File: src/rtl/fetch_ctrl.sv
// -----------------------------------------------------------------------------
// fetch_ctrl
//
// Purpose:
//   Fetch-stage controller. Drives the program counter's command port with
//   sequential increments, turns execute-stage redirects into absolute or
//   relative PC loads, and presents fetched instructions to decode. After a
//   redirect it idles in WAIT until the PC reports the load has settled. A
//   one-entry buffer holds the in-flight instruction across decode stalls.
//
// Ports:
//   clk, rstn        clock, asynchronous active-low reset
//   pc_in            current PC value (from PC pc_out)
//   jump_finish      PC pulse: a load has settled
//   pc_valid         PC command strobe
//   pc_mode          0 incr, 1 absolute load, 2 relative add, 3 idle
//   pc_data          load value or relative offset
//   imem_addr        instruction memory address (= pc_in)
//   imem_rdata       instruction memory data, one cycle after the address
//   stall            decode cannot accept an instruction
//   redir_valid      execute redirect request
//   redir_rel        1: target is an offset from redir_pc, 0: absolute
//   redir_pc         PC of the redirecting instruction
//   redir_target     target address or offset
//   redir_ready      redirect accepted this cycle
//   inst_valid       instruction available to decode
//   inst, inst_pc    instruction word and its address
// -----------------------------------------------------------------------------
module fetch_ctrl (
   input  logic        clk,
   input  logic        rstn,
   input  logic [31:0] pc_in,
   input  logic        jump_finish,
   output logic        pc_valid,
   output logic [1:0]  pc_mode,
   output logic [31:0] pc_data,
   output logic [31:0] imem_addr,
   input  logic [31:0] imem_rdata,
   input  logic        stall,
   input  logic        redir_valid,
   input  logic        redir_rel,
   input  logic [31:0] redir_pc,
   input  logic [31:0] redir_target,
   output logic        redir_ready,
   output logic        inst_valid,
   output logic [31:0] inst,
   output logic [31:0] inst_pc
);

   typedef enum logic {
      S_FETCH = 1'b0,
      S_WAIT  = 1'b1
   } state_t;

   localparam logic [1:0] MODE_INCR = 2'd0;
   localparam logic [1:0] MODE_ABS  = 2'd1;
   localparam logic [1:0] MODE_REL  = 2'd2;
   localparam logic [1:0] MODE_IDLE = 2'd3;

   state_t      state_q, state_d;
   logic        issued_q, issued_d;
   logic [31:0] issued_pc_q, issued_pc_d;
   logic        hold_valid_q, hold_valid_d;
   logic [31:0] hold_inst_q, hold_inst_d;
   logic [31:0] hold_pc_q, hold_pc_d;
   logic        flush;

   // The PC adds its own current value in relative mode, so the offset sent
   // must cancel pc_in; the final PC lands on redir_pc + redir_target
   // (all modulo 2^32).
   function automatic logic [31:0] rel_delta(input logic [31:0] base,
                                             input logic [31:0] offset,
                                             input logic [31:0] cur_pc);
      logic signed [31:0] delta;
      delta = $signed(base) + $signed(offset) - $signed(cur_pc);
      return delta;
   endfunction

   assign imem_addr = pc_in;

   // Command / next-state logic
   always_comb begin
      state_d     = state_q;
      issued_d    = 1'b0;
      issued_pc_d = issued_pc_q;
      pc_valid    = 1'b0;
      pc_mode     = MODE_IDLE;
      pc_data     = 32'd0;
      redir_ready = 1'b0;
      flush       = 1'b0;

      // While reset is held the command port stays idle even though the
      // registers already read as FETCH with an empty buffer.
      if (rstn) begin
         case (state_q)
            S_FETCH: begin
               if (redir_valid) begin
                  redir_ready = 1'b1;
                  pc_valid    = 1'b1;
                  flush       = 1'b1;
                  state_d     = S_WAIT;
                  if (redir_rel) begin
                     pc_mode = MODE_REL;
                     pc_data = rel_delta(redir_pc, redir_target, pc_in);
                  end else begin
                     pc_mode = MODE_ABS;
                     pc_data = redir_target;
                  end
               end else if (!stall && !hold_valid_q) begin
                  pc_valid    = 1'b1;
                  pc_mode     = MODE_INCR;
                  issued_d    = 1'b1;
                  issued_pc_d = pc_in;
               end
            end
            S_WAIT: begin
               if (jump_finish) begin
                  state_d = S_FETCH;
               end
            end
            default: state_d = S_FETCH;
         endcase
      end
   end

   // Decode-side output and stall buffer
   always_comb begin
      hold_valid_d = hold_valid_q;
      hold_inst_d  = hold_inst_q;
      hold_pc_d    = hold_pc_q;

      inst_valid = (state_q == S_FETCH) && (hold_valid_q || issued_q) && !flush;

      if (hold_valid_q) begin
         inst    = hold_inst_q;
         inst_pc = hold_pc_q;
      end else if (issued_q) begin
         inst    = imem_rdata;
         inst_pc = issued_pc_q;
      end else begin
         inst    = 32'd0;
         inst_pc = 32'd0;
      end

      if (flush) begin
         hold_valid_d = 1'b0;
      end else if (hold_valid_q) begin
         // Held word is always presented in FETCH; it leaves once decode takes it.
         if (!stall) begin
            hold_valid_d = 1'b0;
         end
      end else if (issued_q && stall) begin
         // imem data is only valid for one cycle, so park it here.
         hold_valid_d = 1'b1;
         hold_inst_d  = imem_rdata;
         hold_pc_d    = issued_pc_q;
      end
   end

   always_ff @(posedge clk or negedge rstn) begin
      if (!rstn) begin
         state_q      <= S_FETCH;
         issued_q     <= 1'b0;
         issued_pc_q  <= 32'd0;
         hold_valid_q <= 1'b0;
         hold_inst_q  <= 32'd0;
         hold_pc_q    <= 32'd0;
      end else begin
         state_q      <= state_d;
         issued_q     <= issued_d;
         issued_pc_q  <= issued_pc_d;
         hold_valid_q <= hold_valid_d;
         hold_inst_q  <= hold_inst_d;
         hold_pc_q    <= hold_pc_d;
      end
   end

endmodule
File: config.mk
export PLATFORM = sky130hd
export DESIGN_NAME = fetch_ctrl
export DESIGN_NICKNAME = d
export VERILOG_FILES = /design/src/rtl/fetch_ctrl.sv
export SDC_FILE = /design/constraint.sdc
export NUM_CORES = 1
export LEC_CHECK = 0
export BUFFER_PORTS_ARGS = -buffer_cell sky130_fd_sc_hd__buf_2
export CAP_MARGIN = 10
export CELL_PAD_IN_SITES_DETAIL_PLACEMENT = 0
export CELL_PAD_IN_SITES_GLOBAL_PLACEMENT = 1
export CORE_MARGIN = 1
export CORE_UTILIZATION = 41
export DETAILED_ROUTE_END_ITERATION = 8
export GPL_ROUTABILITY_DRIVEN = 0
export PLACE_DENSITY = 0.84
export SLEW_MARGIN = 30
export SYNTH_ARGS = -nofsm -noshare
export SYNTH_HDL_FRONTEND = slang
export SYNTH_SLANG_ARGS = --single-unit
File: constraint.sdc
create_clock -name clk -period 8.6 [get_ports clk]
set_input_delay 0.86 -clock clk [delete_from_list [all_inputs] [get_ports clk]]
set_output_delay 0.86 -clock clk [all_outputs]
set_load 0.03 [all_outputs]
=== Yosys cells after proc, flatten, opt, wreduce, memory -nomap -nowiden ===
Index checks and enable logic that the tools add are counted.

* $add $sub $neg: 2
* Muxes and demuxes: 29
* Bitwise logic cells: 4
* Reductions and logical operators: 10

{| class="wikitable"
|+ Operators with widths
! operator !! count
|-
| 32-bit 2-to-1 mux || 8
|-
| 32-bit adder || 1
|-
| 32-bit subtractor || 1
|-
| 1-bit 2-to-1 mux || 15
|-
| 2-bit 2-to-1 mux || 5
|-
| 1-bit logical AND || 4
|-
| 1-bit inverter || 4
|-
| 4-bit AND reduction || 1
|-
| 1-bit logical NOT || 3
|-
| 3-bit AND reduction || 1
|-
| 1-bit case mux with 2 select lines || 1
|-
| 1-bit logical OR || 1
|}

* Flip-flop bits (word level): 99
* Output and inout bits: 133
* Word-level logic and storage cells: 51

=== Longest topological paths before layout ===
* Depth after elaboration: 6
* Depth in mapped cells: 13
* Depth with buffers taken out: 13

=== Worst setup path after synthesis ===
Ideal clock, no wire load.

* Path kind: input -> output
* From: input redir_target[0]
* To: output pc_data[20]
* Data arrival time: 3.614 ns
* Required time: 7.740 ns
* Path slack: 4.126 ns
* Stages on the path: 12
* Path buffers: 0
* Path through: inv_1 ha_1 inv_1 ha_1 fa_1 a21o_1 a21oi_2 o221ai_1 a41oi_2 o21ai_1 xnor2_1 o21ai_0

* Word-level cells in the longest chain between the ends: 6

{| class="wikitable"
|+ RTL lines
! what !! RTL line !! source
|-
| from (decl) || 43 || <nowiki>input logic [31:0] redir_target,</nowiki>
|-
| 32-bit adder || 75 || <nowiki>delta = $signed(base) + $signed(offset) - $signed(cur_pc);</nowiki>
|-
| 32-bit subtractor || 75 ||
|-
| 32-bit 2-to-1 mux || 102 || <nowiki>if (redir_rel) begin</nowiki>
|-
| 32-bit 2-to-1 mux || 97 || <nowiki>if (redir_valid) begin</nowiki>
|-
| 32-bit 2-to-1 mux || 95 || <nowiki>case (state_q)</nowiki>
|-
| 32-bit 2-to-1 mux || 94 || <nowiki>if (rstn) begin</nowiki>
|-
| to (decl) || 36 || <nowiki>output logic [31:0] pc_data,</nowiki>
|}

Every way passes these cells.

=== Final worst setup path ===
* From: input pc_in[1]
* To: output pc_data[24]

* Word-level cells in the longest chain between the ends: 5

{| class="wikitable"
|+ RTL lines
! what !! RTL line !! source
|-
| from (decl) || 32 || <nowiki>input logic [31:0] pc_in,</nowiki>
|-
| 32-bit subtractor || 75 ||
|-
| 32-bit 2-to-1 mux || 102 ||
|-
| 32-bit 2-to-1 mux || 97 ||
|-
| 32-bit 2-to-1 mux || 95 ||
|-
| 32-bit 2-to-1 mux || 94 ||
|}

Every way passes these cells.

==> results.ini <==
[route]
routed_wl_um=20600
drtPass1Iterations=6
dr.first_iter.drc_count=269
vias=6552
detail_route.vias_per_cell=5.21
routedWlPerCell_um=16.4
drc=0
detail-route-antenna-nets=0

[synthesis]
ys_ff_latch=99
synth.cell_area_um2=7770
synth_edf_count=0
synth_top_area_cell=dfrtp_1
syn_nets=1011
synth_flop_cell=dfrtp_1
netlist.area_leader.share_pct=31.9
async_flop_share_pct=100
ys_top_cells_by_area=dfrtp_1, mux2_2, fa_1
avgSynthCellArea_um2=9.54
seq_area_frac_synth_pct=31.9
syn_inst=814
synth_cell_type_count=53
yosysWarningCount=0

[global_route]
antenna_found_initial=1
grt_pass1_wl_um=33500
grt_max_degree=71
grt_pass1_vias=6486
track_usage_pct=21.9
grt_overflow=0

[timing]
fin_crit_sh_pct=55.5
final-hold-violation-count=0
finClkSkew_ps=9.29
worst_pin_slew_ps=936
min_period_ps=4770
slew_violations=0
setup_viol=0
rsz0062_at_grt=no
slew_headroom_pct=37.6
max_freq_mhz=209
fin_tns_setup_ps=0

[clock_network]
cts_tree=done
clock_latency_ps=350
cts-root-buf=clkbuf_16
h-tree-depth=3
postCtsResizedCells=0
cts_made_buffers=9
cts_num_sinks=99
cts_setup_buffers=0
clockBufferDepth=2
cts-hold-fix-buffers=0
path_clk_slew_ps=70

[power]
vdd_drop_max_mv=0.0995
p_leak_nw=4.96
power_density_nw_per_um2=211

[cells_and_area]
drive_gt1_share_pct=38.9
seqCellArea_um2=2480
final_util_pct=51.2
fillCellCount=1762
fin_nets=1219
multi_input_comb_area_um2=4410
syn_to_final_growth_pct=20.4
final_cells=1257

[floorplanning]
core_um2=18300
ioPinCount=267
die_width_um=140
rows=49
initial_core_util_pct=42.5
die_y_um=140
fp.dieArea_um2=19500

[placed_design]
port_buffers=266
dp_cells=1240
dp_hpwl_um=15800

[setup_path]
critPathArrivalTime_ps=3910
cp_max_fo=3
critPathCaptureType=output pin
critPathRequiredTime_ps=7740
startpoint_type=input port
critPathKind=in2out

[job]
maxCapViolCount=0

[hold_path]
hp-class=reg2reg

[outcome]
status=finished, final reports clean

==> Yosys cell counts, types with 10 or more instances <==
master	instances
xnor2_1	18
nand4_1	12
nor2_1	35
o21ai_0	29
ha_1	32
inv_1	128
a21o_1	10
xor2_1	13
dfrtp_1	99
fa_1	31
a21oi_1	32
buf_4	32
mux2i_1	10
a22o_1	62
mux2_2	96
clkbuf_1	23
buf_2	17
o21ai_1	11
nand2_1	54
==> worst paths after layout <==
path,start,endpoint,slack (ps),cells past startpoint
max,pc_in[1],pc_data[24],3830,13
max reg2reg,hold_valid_q,hold_pc_q[27],5090,5
min in group asynchronous,rstn,hold_inst_q[15],530,1
min,hold_pc_q[8],hold_pc_q[8],510,1
max in group asynchronous,rstn,hold_valid_q,6880,2
min reg2reg,hold_pc_q[8],hold_pc_q[8],510,1
==> power breakdown <==
part | internal, W | total, W | switching, W | leakage, nW
Sequential | 0.000641 | 0.000742 | 0.000100 | 1.21
Clock | 0.000234 | 0.000431 | 0.000198 | 0.152
Combinational | 0.000353 | 0.000801 | 0.000448 | 3.59
Total | 0.00123 | 0.00197 | 0.000746 | 4.96
==> through the flow <==
step	total power, W	instance area, µm²	setup slack [ps]	hold WS (ps)
after CTS	0.00200	9350	3850	513
final	0.00197	9350	3830	509
after floorplan	0.00133	7770	4130	458
after global routing	0.00211	9350	3620	522
after global placement	0.00154	9030	3870	489
after detailed placement	0.00156	9030	3860	495
==> state kept, by name, indices dropped and copies added (netlist names) <==
| signal | cells |
|---|---|
| issued_q | 1 |
| state_q | 1 |
| hold_inst_q | 32 |
| hold_pc_q | 32 |
| issued_pc_q | 32 |
| hold_valid_q | 1 |
==> per-layer routing <==
metal | global-route usage, % | vias up | part of all wire, %
met3 | 4.03 | 26 | 4.6
met2 | 36.0 | 202 | 47
met5 | 0 | - | 0
li1 | - | 3166 | -
met1 | 29.2 | 3158 | 47
met4 | 6.59 | 0 | 2.1
==> area by class of cell <==
class,instances,area share [%]
Sequential cell,99,26.5
Clock buffer,9,2.41
Inverter,128,5.14
Multi-Input combinational cell,512,47.1
Tap cell,229,3.06
Clock inverter,7,0.977
Antenna cell,1,0.0268
Timing Repair Buffer,272,14.7
==> placed cells by master, fill, tap and decap left out, drive strengths merged, types with 31 or more instances in the layout <==
cell	n
mux2	96
a22o	62
o21ai	41
inv	132
buf	272
dfrtp	99
ha	32
nand2	54
a21oi	36
nor2	35
fa	31
==> cell families (layout without fill, tap and decap cells) <==
logic type	after synthesis	count (layout)	share of synthesized area [%]
mux	106	106	15.2
buf+inv	203	416	11.6
xor+xnor	31	31	3.49
compound gates	184	184	17.2
flops	99	99	31.9
other cells	0	1	0
fa+ha+maj	63	63	13.1
simple gates	128	128	7.46
==> worst max-delay path: stages <==
cell	delay, ps
buf_2	120
fa_1	550
inv_1	70
fa_1	410
a21o_1	190
a21oi_2	170
o221ai_1	210
a41oi_2	370
o21ai_1	240
a21oi_1	240
xor2_1	210
o21ai_1	80
buf_2	210
No activity file was read; power rests on OpenSTA's default activity.
